===== src/rtl/pu_msp430_adc_pkg.sv =====
// pu_msp430_adc_pkg: register map, bit positions and FSM states for the SPI ADC reader
package pu_msp430_adc_pkg;
    localparam int DEC_WD = 3;
    localparam logic [DEC_WD-1:0] CTRL_OFS = 3'd0;
    localparam logic [DEC_WD-1:0] STAT_OFS = 3'd2;
    localparam logic [DEC_WD-1:0] DATA_OFS = 3'd4;
    localparam int CTRL_START = 0;
    localparam int CTRL_CHAN = 1;
    localparam int CTRL_CONT = 4;
    localparam int CTRL_IE = 5;
    localparam int STAT_BUSY = 0;
    localparam int STAT_VALID = 1;
    localparam int STAT_OVF = 2;
    localparam int FRAME_LEN = 16;
    localparam int RES_WD = 12;
    typedef enum logic {IDLE, SHIFT} state_t;
endpackage


===== src/rtl/pu_msp430_adc_sclk_gen.sv =====
// pu_msp430_adc_sclk_gen: free-running SPI clock divider with rise/fall ticks
module pu_msp430_adc_sclk_gen #(
    parameter logic [3:0] SCLK_DIV = 4'd0
) (
    input  logic clk,
    input  logic rst,
    output logic sclk,
    output logic re,
    output logic fe
);
    logic [3:0] div_q, div_d;
    logic sclk_q, sclk_d;
    always_comb begin
        div_d  = div_q == 4'd0 ? SCLK_DIV : div_q - 4'd1;
        sclk_d = div_q == 4'd0 ? ~sclk_q : sclk_q;
    end
    always_ff @(posedge clk) begin
        if (rst) begin
            div_q  <= SCLK_DIV;
            sclk_q <= 1'b0;
        end else begin
            div_q  <= div_d;
            sclk_q <= sclk_d;
        end
    end
    assign sclk = sclk_q;
    assign re   = (div_q == 4'd0) & ~sclk_q;
    assign fe   = (div_q == 4'd0) & sclk_q;
endmodule


===== src/rtl/pu_msp430_adc.sv =====
// pu_msp430_adc: MSP430 peripheral reading a 12-bit SPI ADC; irq/IE exist only with PU_MSP430_ADC_IRQ_EN
module pu_msp430_adc
    import pu_msp430_adc_pkg::*;
#(
    parameter logic [3:0]  SCLK_DIV  = 4'd0,
    parameter logic [15:0] BASE_ADDR = 16'h01A0
) (
    input  logic        mclk,
    input  logic        puc_rst,
    input  logic [13:0] per_addr,
    input  logic [15:0] per_din,
    input  logic        per_en,
    input  logic [1:0]  per_we,
    output logic [15:0] per_dout,
    output logic        sclk,
    output logic        cs_n,
    output logic        mosi,
    input  logic        miso
`ifdef PU_MSP430_ADC_IRQ_EN
    ,
    output logic        irq
`endif
);
    logic re, fe;
    pu_msp430_adc_sclk_gen #(.SCLK_DIV(SCLK_DIV)) u_sclk (
        .clk(mclk), .rst(puc_rst), .sclk(sclk), .re(re), .fe(fe)
    );

    logic reg_sel, wr, rd, wr_ctrl, wr_stat, rd_data, start_wr;
    logic [DEC_WD-1:0] ofs;
    assign reg_sel  = per_en & (per_addr[13:2] == BASE_ADDR[14:3]);
    assign ofs      = {per_addr[1:0], 1'b0};
    assign wr       = reg_sel & |per_we;
    assign rd       = reg_sel & ~|per_we;
    assign wr_ctrl  = wr & (ofs == CTRL_OFS);
    assign wr_stat  = wr & (ofs == STAT_OFS);
    assign rd_data  = rd & (ofs == DATA_OFS);
    assign start_wr = wr_ctrl & per_din[CTRL_START];

    state_t state_q, state_d;
    logic cs_n_q, cs_n_d, mosi_q, mosi_d;
    logic [4:0] bitcnt_q, bitcnt_d;
    logic [FRAME_LEN-1:0] cmd_q, cmd_d, cmd_new;
    logic [RES_WD-1:0] shreg_q, shreg_d, result_q, result_d;
    logic [2:0] chan_q, chan_d;
    logic cont_q, cont_d, valid_q, valid_d, ovf_q, ovf_d, pending_q, pending_d;
    logic start_frame, frame_end, busy, ie;

    assign start_frame = (state_q == IDLE) & fe & pending_q;
    assign frame_end   = (state_q == SHIFT) & fe & (bitcnt_q == 5'(FRAME_LEN));
    assign busy        = pending_q | ~cs_n_q;
    assign cmd_new     = {2'b00, chan_q, 11'b0};

    always_comb begin
        state_d   = state_q;
        cs_n_d    = cs_n_q;
        mosi_d    = mosi_q;
        bitcnt_d  = bitcnt_q;
        cmd_d     = cmd_q;
        shreg_d   = shreg_q;
        result_d  = result_q;
        chan_d    = wr_ctrl ? per_din[CTRL_CHAN +: 3] : chan_q;
        cont_d    = wr_ctrl ? per_din[CTRL_CONT] : cont_q;
        if (start_frame) begin
            state_d  = SHIFT;
            cs_n_d   = 1'b0;
            bitcnt_d = 5'd0;
            mosi_d   = cmd_new[FRAME_LEN-1];
            cmd_d    = {cmd_new[FRAME_LEN-2:0], 1'b0};
        end else if (state_q == SHIFT && re) begin
            shreg_d  = {shreg_q[RES_WD-2:0], miso};
            bitcnt_d = bitcnt_q + 5'd1;
        end else if (frame_end) begin
            state_d  = IDLE;
            cs_n_d   = 1'b1;
            mosi_d   = 1'b0;
            result_d = shreg_q;
        end else if (state_q == SHIFT && fe) begin
            mosi_d = cmd_q[FRAME_LEN-1];
            cmd_d  = {cmd_q[FRAME_LEN-2:0], 1'b0};
        end
        // a completing frame wins over a same-cycle clear of VALID/OVF
        pending_d = start_wr | (frame_end & cont_q) | (pending_q & ~start_frame);
        valid_d   = frame_end | (valid_q & ~rd_data & ~(wr_stat & per_din[STAT_VALID]));
        ovf_d     = (frame_end & valid_q) | (ovf_q & ~(wr_stat & per_din[STAT_OVF]));
    end

    always_ff @(posedge mclk) begin
        if (puc_rst) begin
            state_q   <= IDLE;
            cs_n_q    <= 1'b1;
            mosi_q    <= 1'b0;
            bitcnt_q  <= 5'd0;
            cmd_q     <= '0;
            shreg_q   <= '0;
            result_q  <= '0;
            chan_q    <= 3'd0;
            cont_q    <= 1'b0;
            valid_q   <= 1'b0;
            ovf_q     <= 1'b0;
            pending_q <= 1'b0;
        end else begin
            state_q   <= state_d;
            cs_n_q    <= cs_n_d;
            mosi_q    <= mosi_d;
            bitcnt_q  <= bitcnt_d;
            cmd_q     <= cmd_d;
            shreg_q   <= shreg_d;
            result_q  <= result_d;
            chan_q    <= chan_d;
            cont_q    <= cont_d;
            valid_q   <= valid_d;
            ovf_q     <= ovf_d;
            pending_q <= pending_d;
        end
    end

`ifdef PU_MSP430_ADC_IRQ_EN
    logic ie_q, ie_d, irq_q, irq_d;
    always_comb begin
        ie_d  = wr_ctrl ? per_din[CTRL_IE] : ie_q;
        irq_d = valid_d & ie_d;
    end
    always_ff @(posedge mclk) begin
        if (puc_rst) begin
            ie_q  <= 1'b0;
            irq_q <= 1'b0;
        end else begin
            ie_q  <= ie_d;
            irq_q <= irq_d;
        end
    end
    assign ie  = ie_q;
    assign irq = irq_q;
`else
    assign ie = 1'b0;
`endif

    assign per_dout = ~rd                ? 16'h0000 :
                      ofs == CTRL_OFS    ? {10'b0, ie, cont_q, chan_q, 1'b0} :
                      ofs == STAT_OFS    ? {13'b0, ovf_q, valid_q, busy} :
                      ofs == DATA_OFS    ? {4'h0, result_q} : 16'h0000;
    assign cs_n = cs_n_q;
    assign mosi = mosi_q;

    logic unused;
    assign unused = &{1'b0, per_din[15:5]};
endmodule


===== config.mk =====
export PLATFORM = sky130hd
export DESIGN_NAME = pu_msp430_adc
export DESIGN_NICKNAME = d
export VERILOG_FILES = /design/src/rtl/pu_msp430_adc_pkg.sv /design/src/rtl/pu_msp430_adc_sclk_gen.sv /design/src/rtl/pu_msp430_adc.sv
export SDC_FILE = /design/constraint.sdc
export NUM_CORES = 1
export LEC_CHECK = 0
export BUFFER_PORTS_ARGS = -buffer_cell sky130_fd_sc_hd__buf_2
export CELL_PAD_IN_SITES_DETAIL_PLACEMENT = 0
export CELL_PAD_IN_SITES_GLOBAL_PLACEMENT = 2
export CORE_MARGIN = 2
export CORE_UTILIZATION = 30
export CTS_CLUSTER_SIZE = 14
export DETAILED_ROUTE_END_ITERATION = 8
export GPL_TIMING_DRIVEN = 0
export PLACE_DENSITY = 0.86
export SYNTH_ARGS = -nofsm -noshare
export SYNTH_HDL_FRONTEND = slang
export SYNTH_SLANG_ARGS = --single-unit

===== constraint.sdc =====
create_clock -name mclk -period 2.05 [get_ports mclk]
set_input_delay 0 -clock mclk [delete_from_list [all_inputs] [get_ports mclk]]
set_output_delay 0 -clock mclk [all_outputs]
set_load 0.02 [all_outputs]

# Word-level counts from Yosys, hierarchy flattened
# Cells that the tools add are included.
# totals
word_cells,91
register_bits,48
in_bits,36
# op_classes
muxes,16
addsub,2
eq_ne,6
n_bitwise,35
n_reduce_logical,17
# ops
operator,count
15-bit two-way mux,4
12-bit two-way mux,4
1-bit bitwise AND,21
"12-bit by 6-bit == test with 1-bit output, second input constant",1
1-bit inverter,9
3-bit AND reduction,3
1-bit two-way mux,8
2-bit AND reduction,3
2-bit nonzero test,3
2-bit OR reduction,3
"5-bit by 1-bit adder with 5-bit output, second input constant",1
"5-bit == test, second input constant",1
1-bit OR,5
4-bit zero test,1
"2-bit != test, second input constant",2
"4-bit by 1-bit subtractor with 4-bit output, second input constant",1
3-bit zero test,1
"2-bit by 1-bit == test with 1-bit output, second input constant",1
"2-bit == test, second input constant",1
1-bit logical AND,2
1-bit zero test,1

# Depth between registers and ports, before layout
# Gate-level depths: netlist (run 1).
# depth
word_depth,8
ltp_mapped,8
depth_no_buf,6

# Cells and area by module
# From an unflattened synthesis (run 1), not the netlist that was laid out.
# unflattened
hier_cells,251
area_unflattened_um2,2188.3
# modules_own_cells
module,n_inst,seq_area_each_um2,area_each_um2,cells_per_inst
pu_msp430_adc,1,860.8,1959.4,227
pu_msp430_adc_sclk_gen,1,100.1,229.0,24

# Least setup slack after synthesis (run 1)
# Ideal clock, no wire load.
# synth_timing
path_type,register to register
start,register u_sclk.div_q[0]
end,register shreg_q[11]
setup_slack_ps,516
synth_period_minus_slack_ps,1534
path_buffers,2
path_stages_with_launch,9
arrival_ps,1463
cell_sequence,dfxtp_1 inv_1 ha_1 nor3b_4 and2_1 buf_2 buf_4 nand2_1 a21oi_1
# synth_via
elab_chain_len,6
# synth_lines
item,line_no,text
"start, declared",pu_msp430_adc_sclk_gen.sv:11,"logic [3:0] div_q, div_d;"
"start signal, assigned",pu_msp430_adc_sclk_gen.sv:22,div_q <= div_d;
4-bit zero test (*),"pu_msp430_adc_sclk_gen.sv:27, pu_msp430_adc_sclk_gen.sv:28",
1-bit bitwise AND,pu_msp430_adc_sclk_gen.sv:28,assign fe = (div_q == 4'd0) & sclk_q;
1-bit bitwise AND (2 in a row),pu_msp430_adc.sv:49,assign start_frame = (state_q == IDLE) & fe & pending_q;
1-bit inverter (no line),--,
2-bit AND reduction (no line) (*),--,
"end signal, assigned",pu_msp430_adc.sv:108,shreg_q <= shreg_d;
"end, declared",pu_msp430_adc.sv:44,"logic [RES_WD-1:0] shreg_q, shreg_d, result_q, result_d;"
# Mark *: on every way between the ends. The rest lies on a longest branch, timed or not.
# A chain may end at the register's enable or synchronous reset.

# Worst setup path after layout (run 1)
# layout_timing
start,register u_sclk.div_q[0]
end,register shreg_q[5]
# The elaborated chain is that of the path after synthesis.

==> summary.md, run 1 <==
| Metric | Value |
|---|---|
| DR pass1 iterations | `4` |
| Grt total ovfl | `0` |
| Placer Congestion | `between 0.7 and 0.8` |
| Drt drc | `0` |
| First-pass GRT wire length | `7.98 mm` |
| Ys Warns | `0` |
| WL per Instance | `between 10 and 15 microns` |
| Worst Hold Class | `in -> reg` |
| Max-slew violations | `0` |
| Clock slew at reported path FFs | `roughly 90 ps` |
| Cts bufs inserted | `5` |
| Max Fclk | `549 MHz` |
| Die height | `~90 microns` |
| H-tree depth reported by CTS | `2` |
| Switching share of power | `0.276` |
| Leak pwr | `1.03 nW` |
| Initial drt markers | `34` |
| RSZ-0062 raised after global routing | `no` |
| Floorplan core area | `between 7000 and 8000 sq um` |
| Clk buf depth | `2` |
| Setup Skew | `approximately 6.8 ps` |
| Crit path kind | `reg -> reg` |
| Status | `completed` |
| Syn Inst Count | `267` |
| Register area share after synthesis | `0.436` |
| Die width | `89.7 microns` |
| Vias in the first global route | `between 1.5k and 2k` |
| Fin. Hold Viols | `0` |
| VDD IR-drop max | `roughly 280 uV` |
| Max cap viols | `0` |
| Worst slew margin | `0.630` |
| Crit path max-delay cell type | `nor3b_4` |
| Ratio of final minimum period to clock period | `0.889` |
| CTS tree | `yes` |
| Synthesized area per cell | `around 8.2 sq um` |
| Die Area | `8040 sq um` |
| Worst-Skew Late Latency | `approximately 300 ps` |
| Final setup fails | `0` |
| Routed vias | `1,885` |
| Area grow syn2layout | `22.6%` |
| Area after detailed placement | `roughly 2500 sq um` |
| DR vias/cell | `between 4 and 5` |
| GRT Overall Usage | `0.128` |
| FP Rows | `31` |
| Internal power | `1.51 mW` |
| Largest net degree at the start of global routing | `16` |
| Final non-filler cell area | `2700 sq um` |
| Fin crit period | `around 1800 ps` |
| I/O Buffers | `37` |
| Layout cell share with drive strength beyond 1 | `0.196` |
| Worst-margin pin slew | `about 560 ps` |
| FF+latch count, synth | `48` |
| Final net count | `between 300 and 400` |
| CP max FO | `10` |
| Postcts setup bufs | `0` |
| Clock share of power | `0.330` |
| Synthesized area | `~2200 sq um` |
| Initial antenna violation count | `0` |
| Crit-path cells | `inv_1 -> ha_1 -> nor3b_4 -> and2_1 -> buf_2 -> buf_4 -> nand2_1 -> a21oi_1` |
| Synth unique cells | `between 40 and 50` |
| ANT nets after route | `0` |
| Clock sink total | `48` |
| Startpoint Class | `flop` |
| Design Power | `between 2 and 2.5 mW` |
| Data required, critical path | `around 2300 ps` |
| Pwr dens | `a little under 800 nW/um^2` |
| Worst path top cell family by delay | `simple AND/OR/NAND/NOR gates` |
| Net switching power | `approximately 0.57 mW` |
| Reg power frac | `0.493` |
| Ant. Diodes | `0` |
| Worst Path Buf+Inv | `3` |
| Comb power frac | `0.178` |
| Initial Util | `0.307` |
| IO Pins | `55` |
| Critical path arrival | `2060 ps` |
| Worst setup EP type | `flop` |
| DP HPWL | `approximately 3.8 mm` |
| Clk root buf | `clkbuf_8` |
| Setup TNS | `0 ps` |
| Slowest Stage Delay on Critical Path | `~400 ps` |
| WL final | `4.99 mm` |
==> routing by layer <==
metal / vias to the layer above / global-route usage / part of all wire
met5: - / 0 / 0
met2: 41 / 0.207 / 0.44
met3: 6 / 0.0229 / 0.041
met4: 0 / 0.0407 / 0.015
met1: 842 / 0.174 / 0.51
li1: 996 / - / -
==> worst min-delay path, cell delays in order <==
cell and delay, ps:
buf_2 120, nand2b_1 110, mux2i_1 60
==> power by group through the flow <==
stage / Combinational, mW / Sequential [mW] / Clock, mW
finish: 0.370 / 1.02 / 0.685
global route: 0.415 / 1.03 / 0.743
CTS: 0.368 / 1.02 / 0.698
detailed placement: 0.357 / 1.05 / 0
global placement: 0.359 / 1.05 / 0
floorplan: 0.268 / 1.05 / 0
==> timing repair <==
| action | 4_1_cts | 5_1_grt |
|---|---|---|
| resized for setup | 0 | 1 |
| hold buffers | 6 | 0 |
| endpoints found under the hold margin | 6 | 0 |
| endpoints found under the setup margin | 0 | 1 |
==> final timing paths <==
path	end	cells after the start	slack, ps	startpoint
min	chan_q[1]	3	30	puc_rst
max	shreg_q[5]	8	230	u_sclk.div_q[0]
max reg2reg	shreg_q[5]	8	230	u_sclk.div_q[0]
min reg2reg	u_sclk.div_q[0]	1	450	u_sclk.div_q[0]
==> logic make-up (layout without fill, tap and decap cells) <==
group | count (synthesis) | count (layout) | share of synthesized area
XOR/XNOR | 5 | 5 | 0.0199
buffers and inverters | 26 | 77 | 0.0551
AO/OA/AOI/OAI | 49 | 49 | 0.123
other | 1 | 4 | 0.00170
AND/OR/NAND/NOR | 125 | 125 | 0.301
flip-flops | 48 | 48 | 0.436
multiplexers | 9 | 9 | 0.0409
adder cells (fa/ha/maj) | 4 | 4 | 0.0227
==> sequential cells by signal, indices dropped and copies added, names as in the netlist <==
name,count
cmd_q,4
shreg_q,12
chan_q,3
result_q,12
pending_q,1
u_sclk.sclk,1
cont_q,1
u_sclk.div_q,4
bitcnt_q,5
cs_n,1
ovf_q,1
valid_q,1
state_q,1
mosi,1
==> cell usage in the layout, fill, tap and decap left out, types with 2 or more instances in the layout <==
master,n
dlygate4sd3_1,6
a21oi_1,35
inv_1,10
and3_1,2
ha_1,4
buf_4,5
a211oi_1,2
nand2b_1,6
buf_1,2
mux2i_1,9
and4bb_2,2
nand3b_1,2
xor2_1,3
clkbuf_1,5
nor2b_1,2
buf_2,41
nor2_1,17
a32oi_1,2
dfxtp_1,48
xnor2_1,2
nand2_1,59
clkbuf_8,5
nand3_1,6
nand4bb_1,2
a31oi_1,2
o21ai_0,4
o22ai_1,2
conb_1,4
and2_1,8
nor3_1,7
==> cell type report <==
class	instances	area [sq um]
inverter	10	37.5
tap	99	124
fill	774	4480
buffer	16	83.8
sequential	48	961
clock buffer	5	68.8
multi-input combinational	196	1140
timing repair buffer	43	245
clock inverter	3	42.5
==> cells in the mapped netlist, drive strengths merged <==
cell type,instances,area (sq um)
a21oi,35,175
inv,10,37.5
xor2,3,26.3
ha,4,50.1
buf,11,65.1
nor4b,3,47.5
a32oi,2,17.5
o32ai,1,8.76
nand2,59,221
and3,2,12.5
nor3b,1,18.8
mux2i,9,90.1
nor3,8,45.0
clkbuf,5,18.8
nand4bb,2,22.5
nor4,1,12.5
nand3,6,30.0
or2,2,12.5
a31o,1,8.76
dfxtp,48,961
nand3b,2,15.0
and4bb,2,25.0
and4b,1,10.0
o22ai,2,12.5
xnor2,2,17.5
o21ai,4,20.0
conb,1,3.75
a31oi,2,12.5
or3,1,6.26
a211oi,2,15.0
and2,8,50.1
nor2b,2,12.5
nand2b,6,37.5
nor2,17,63.8
nand4,2,18.8
==> metrics by stage <==
stage	instances	worst slack [ps]	hold WS [ps]	utilization
2_1_floorplan	270	516	135	-
3_3_place_gp	406	205	230	0.352
3_5_place_dp	406	249	233	0.352
4_1_cts	420	218	14.8	0.375
5_1_grt	420	15.5	51.8	0.376
6_report	420	228	31.4	0.376
No activity file was read; power rests on OpenSTA's default activity.
==> run 2: changes to the inputs <==
- PLACE_DENSITY: 0.86 -> 0.84
==> run 2 against run 1 <==
  * Count of clock-buffer cells in the layout stayed put
  * Power is 6.2% lower
  * Via count is 0.53% higher
  * Clock skew is 1.4 ps lower
  * Cell area is 1.4% lower
  * Cell count is 0.48% lower
  * First-iteration DRC count is 82% higher
  * Flip-flop and latch count stayed put
==> summary.md, run 2 (synthesis gave the netlist of run 1 again) <==
| Metric | Value |
|---|---|
| FF-to-FF path depth | `7` |
| Max cap viols | `0` |
| H-tree depth reported by CTS | `2` |
| GRT Overall Usage | `0.131` |
| Non-filler cells, final | `about 420` |
| Startpoint Class | `flop` |
| Die height | `89.7 microns` |
| Vias in the first global route | `between 1.5k and 2k` |
| Die width | `between 80 and 90 microns` |
| Worst setup EP type | `flop` |
| Placer Congestion | `approximately 0.72` |
| Worst Hold Path Cells | `3` |
| FP Rows | `31` |
| Die Area | `8040 sq um` |
| Initial antenna violation count | `0` |
| Fin crit period | `1800 ps` |
| Routed vias | `~1.9k` |
| I/O Buffers | `37` |
| ANT nets after route | `0` |
| FF-to-FF setup slack | `250 ps` |
| Worst slew margin | `0.626` |
| Worst reg2reg endpoint | `result_q[4]` |
| Layout cell share with drive strength beyond 1 | `0.194` |
| Floorplan core area | `roughly 7000 sq um` |
| DP HPWL | `between 3 and 4 mm` |
| Final setup fails | `0` |
| Fin. Hold Viols | `0` |
| CP max FO | `10` |
| Drt drc | `0` |
| Pwr dens | `roughly 730 nW/um^2` |
| Final net count | `approximately 360` |
| Worst Hold Class | `in -> reg` |
| Status | `completed` |
| Setup Skew | `approximately 5.4 ps` |
| Ratio of final minimum period to clock period | `0.880` |
| Worst Min Path Start | `per_din[1]` |
| Leak pwr | `1.02 nW` |
| Max-slew violations | `0` |
| CP startpoint | `u_sclk.div_q[0]` |
| Post-Place Cells | `around 410` |
| RSZ-0062 raised after global routing | `no` |
| Initial Util | `0.307` |
| Setup TNS | `0 ps` |
| Ant. Diodes | `0` |
| Max Fclk | `554 MHz` |
| VDD IR-drop max | `about 270 uV` |
| Worst-margin pin slew | `560 ps` |
| Critical path arrival | `2030 ps` |
| Cts bufs inserted | `5` |
| Min-Delay Endpoint | `chan_q[0]` |
| Clock slew at reported path FFs | `about 80 ps` |
| WHS | `~1.3 ps` |
| Worst-Skew Late Latency | `290 ps` |
| Clock sink total | `48` |
| Data required, critical path | `between 2000 and 2500 ps` |
| First-pass GRT wire length | `8.22 mm` |
| Top flop regs | `result_q x12, shreg_q x12, bitcnt_q x5` |
| Area grow syn2layout | `20.9%` |
| Grt total ovfl | `0` |
| Clk buf depth | `2` |
| Commonest cells after routing, fill and taps aside | `59 x nand2_1, 48 x dfxtp_1, 41 x buf_2, 35 x a21oi_1, 17 x nor2_1` |
| Crit path kind | `reg -> reg` |
| Largest net degree at the start of global routing | `13` |
| Reg2Reg Launch Point | `u_sclk.div_q[0]` |
| CTS tree | `yes` |
| Initial drt markers | `between 60 and 70` |
| DR pass1 iterations | `4` |
| DR vias/cell | `~4.5` |
| Clk root buf | `clkbuf_8` |
| IO Pins | `55` |
| Commonest non-fill, non-tap cell in the layout | `nand2_1` |
| WL per Instance | `12.1 microns` |
| WL final | `between 5 and 6 mm` |
==> run 2: cell types whose count changed in the layout (fill, tap and decap cells not counted) <==
cell           delta
clkinvlp_4        -1
buf_4             +2
dlygate4sd3_1     -1
bufinv_16         -1
clkinv_2          -1
==> run 2: how the worst max path moves through the flow <==
stage | end | cells past startpoint | slack [ps]
2_1_floorplan | shreg_q[11] | 8 | 520
4_1_cts | shreg_q[5] | 8 | 200
3_5_place_dp | shreg_q[5] | 7 | 210
3_3_place_gp | shreg_q[6] | 7 | 210
5_1_grt | result_q[4] | 7 | 7
6_report | result_q[4] | 7 | 250
==> run 2: cell type report <==
class,count,area (sq um)
buffer,16,83.8
clock buffer,5,68.8
fill,764,4510
inverter,10,37.5
multi-input combinational,196,1140
sequential,48,961
tap,99,124
timing repair buffer,44,250
==> run 2: stage by stage <==
| step | setup WS, ps | power (mW) | area [sq um] | util |
|---|---|---|---|---|
| after floorplan | 516 | 1.31 | 2210 | - |
| after global placement | 212 | 1.41 | 2520 | 0.352 |
| after detailed placement | 212 | 1.41 | 2520 | 0.352 |
| after CTS | 197 | 1.92 | 2640 | 0.368 |
| after global routing | 7.15 | 2.07 | 2660 | 0.371 |
| final | 246 | 1.95 | 2660 | 0.371 |
==> run 2: layer usage <==
layer | part of all wire | GRT usage | vias up | routed length (microns)
li1 | - | - | 997 | -
met5 | 0 | 0 | - | 0
met1 | 0.50 | 0.178 | 843 | 2540
met3 | 0.046 | 0.0247 | 5 | 230
met4 | 0.015 | 0.0407 | 0 | 75
met2 | 0.44 | 0.211 | 50 | 2200
==> run 2: power by group <==
| group | switching (mW) | total [mW] | internal (mW) |
|---|---|---|---|
| Clock | 0.283 | 0.504 | 0.220 |
| Sequential | 0.0537 | 1.03 | 0.973 |
| Combinational | 0.206 | 0.419 | 0.213 |
==> run 2: critical path, cell delays in order, from the launching register on <==
cell and delay [ps]:
dfxtp_1 320, inv_1 80, ha_1 230, nand4bb_1 300
nor3_4 310, buf_2 270, nand2_1 100, a21oi_1 120
==> run 2: repair_timing <==
action	4_1_cts	5_1_grt
hold endpoints to repair	5	0
resized for setup	0	1
buffers inserted	0	2
hold buffers	5	0
setup endpoints to repair	0	3
==> run 3: changes to the inputs <==
- GPL_TIMING_DRIVEN: 0 -> not set
==> run 3 against run 2 <==
  * Die area stayed put
  * Sequential power hardly changed
  * Flip-flop and latch count stayed put
  * First-iteration DRC count is 9.7% lower
  * Core utilization hardly changed
  * Critical path depth stayed put
  * Hold slack better by 99 ps
  * Sequential share of layout area hardly changed
  * Power is 7.1% higher
  * Fmax is 8.0% higher
  * Register-to-register slack better by 130 ps
  * Critical endpoint is now result_q[11]
==> summary.md, run 3 (synthesis gave the netlist of run 1 again) <==
| Metric | Value |
|---|---|
| Worst-margin pin slew | `569 ps` |
| Post_cts resized | `0` |
| Worst slew margin | `0.617` |
| Design Power | `~2.1 mW` |
| Clk root buf | `clkbuf_8` |
| Status | `completed` |
| Internal power | `between 1.5 and 2 mW` |
| Reg power frac | `0.489` |
| FP Rows | `31` |
| Initial Util | `0.307` |
| Die width | `about 90 microns` |
| Commonest cells after routing, fill and taps aside | `59 x nand2_1, 48 x dfxtp_1, 39 x buf_2, 35 x a21oi_1, 17 x nor2_1` |
| IO Pins | `55` |
| VDD IR-drop max | `337 uV` |
| Floorplan core area | `7180 sq um` |
| Final worst setup slack | `between 300 and 400 ps` |
| Crit path kind | `reg -> reg` |
| Ratio of final minimum period to clock period | `0.815` |
| Switching share of power | `0.270` |
| Clock share of power | `0.324` |
| CTS tree | `yes` |
| Critical path arrival | `between 1500 and 2000 ps` |
| Cts bufs inserted | `5` |
| Largest net degree at the start of global routing | `23` |
| Routed vias | `about 1.9k` |
| Die Area | `8040 sq um` |
| ANT nets after route | `0` |
| Worst setup EP type | `flop` |
| GRT Overall Usage | `0.127` |
| Final setup fails | `0` |
| DP HPWL | `3.53 mm` |
| Met3 GRT Util | `0.0274` |
| Worst Hold Class | `in -> reg` |
| Placer Congestion | `around 0.76` |
| H-tree depth reported by CTS | `2` |
| Initial drt markers | `56` |
| Final Util | `0.371` |
| Area after detailed placement | `2490 sq um` |
| Net switching power | `around 0.56 mW` |
| Setup Skew | `9.81 ps` |
| Vias in the first global route | `roughly 1.7k` |
| Data required, critical path | `2280 ps` |
| I/O Buffers | `39` |
| Ant. Diodes | `0` |
| Max cap viols | `0` |
| Max-slew violations | `0` |
| Top flop regs | `result_q x12, shreg_q x12, bitcnt_q x5` |
| Area grow syn2layout | `20.9%` |
| Dpl ws | `about 390 ps` |
| Final net count | `about 350` |
| Clock sink total | `48` |
| Commonest non-fill, non-tap cell in the layout | `nand2_1` |
| Comb power frac | `0.186` |
| Busiest grt layer | `met2` |
| Fin crit period | `between 1500 and 2000 ps` |
| Layout cell share with drive strength beyond 1 | `0.195` |
| Clock slew at reported path FFs | `around 90 ps` |
| Leak pwr | `between 1 and 1.5 nW` |
| Fin. Hold Viols | `0` |
| DR vias/cell | `4.57` |
| WL per Instance | `around 12 microns` |
| Clk buf depth | `2` |
| RSZ-0062 raised after global routing | `no` |
| Met2 usage | `0.201` |
| First-pass GRT wire length | `between 7 and 8 mm` |
| Worst-Skew Late Latency | `roughly 300 ps` |
| DR pass1 iterations | `4` |
| Final non-filler cell area | `~2700 sq um` |
| Initial antenna violation count | `0` |
| Grt total ovfl | `0` |
| Max Fclk | `598 MHz` |
| GR met1 Demand/Resource | `0.169` |
| Die height | `roughly 90 microns` |
| Startpoint Class | `flop` |
| Setup TNS | `0 ps` |
| Drt drc | `0` |
| CP max FO | `13` |
| Pwr dens | `around 780 nW/um^2` |
| WL final | `between 4 and 5 mm` |
[run 3: repair_timing]
item / 4_1_cts / 5_1_grt
hold buffers: 6 / 0
endpoints found under the hold margin: 6 / 0
setup buffers: 0 / 0
[run 3: layout make-up]
| cell class | count | area [sq um] |
|---|---|---|
| fillers | 783 | 4510 |
| flip-flops and latches | 48 | 961 |
| repair buffers | 51 | 300 |
| clock inverters | 2 | 35.0 |
| clock buffers | 6 | 72.6 |
| multi-input cells | 196 | 1130 |
| inverters | 10 | 37.5 |
| well taps | 99 | 124 |
[run 3: through the flow]
step,hold WS [ps],cells
after floorplan,135,270
after global placement,231,398
after detailed placement,237,398
after CTS,97.7,412
after global routing,112,412
final,100,412
[run 3: power by group through the flow]
stage / clock network [mW] / registers, mW / logic [mW]
final: 0.677 / 1.02 / 0.389
after global routing: 0.741 / 1.03 / 0.432
after global placement: 0 / 1.04 / 0.380
after CTS: 0.705 / 1.02 / 0.392
after floorplan: 0 / 1.05 / 0.268
after detailed placement: 0 / 1.05 / 0.381
[run 3: critical path, cell delays in order, from the launching register on]
cell and delay, ps:
dfxtp_1 320, inv_1 70, ha_1 230, nand4bb_1 290, nor3_2 260, buf_4 230, nand2_1 80, a21oi_1 120
[run 3: final timing paths]
kind / from / end / slack (ps) / depth (start not counted)
worst max register to register: u_sclk.div_q[0] / result_q[11] / 380 / 7
worst min register to register: u_sclk.div_q[0] / u_sclk.div_q[0] / 440 / 1
worst max-delay path: u_sclk.div_q[0] / result_q[11] / 380 / 7
worst min-delay path: puc_rst / cmd_q[14] / 100 / 2
[run 3: metal layers]
layer  wire length (microns)  part of all wire  up-vias
met3                     210             0.042        6
li1                        -                 -      982
met2                    2170              0.44       39
met4                      86             0.017        0
met5                       0                 0        -
met1                    2490              0.50      857
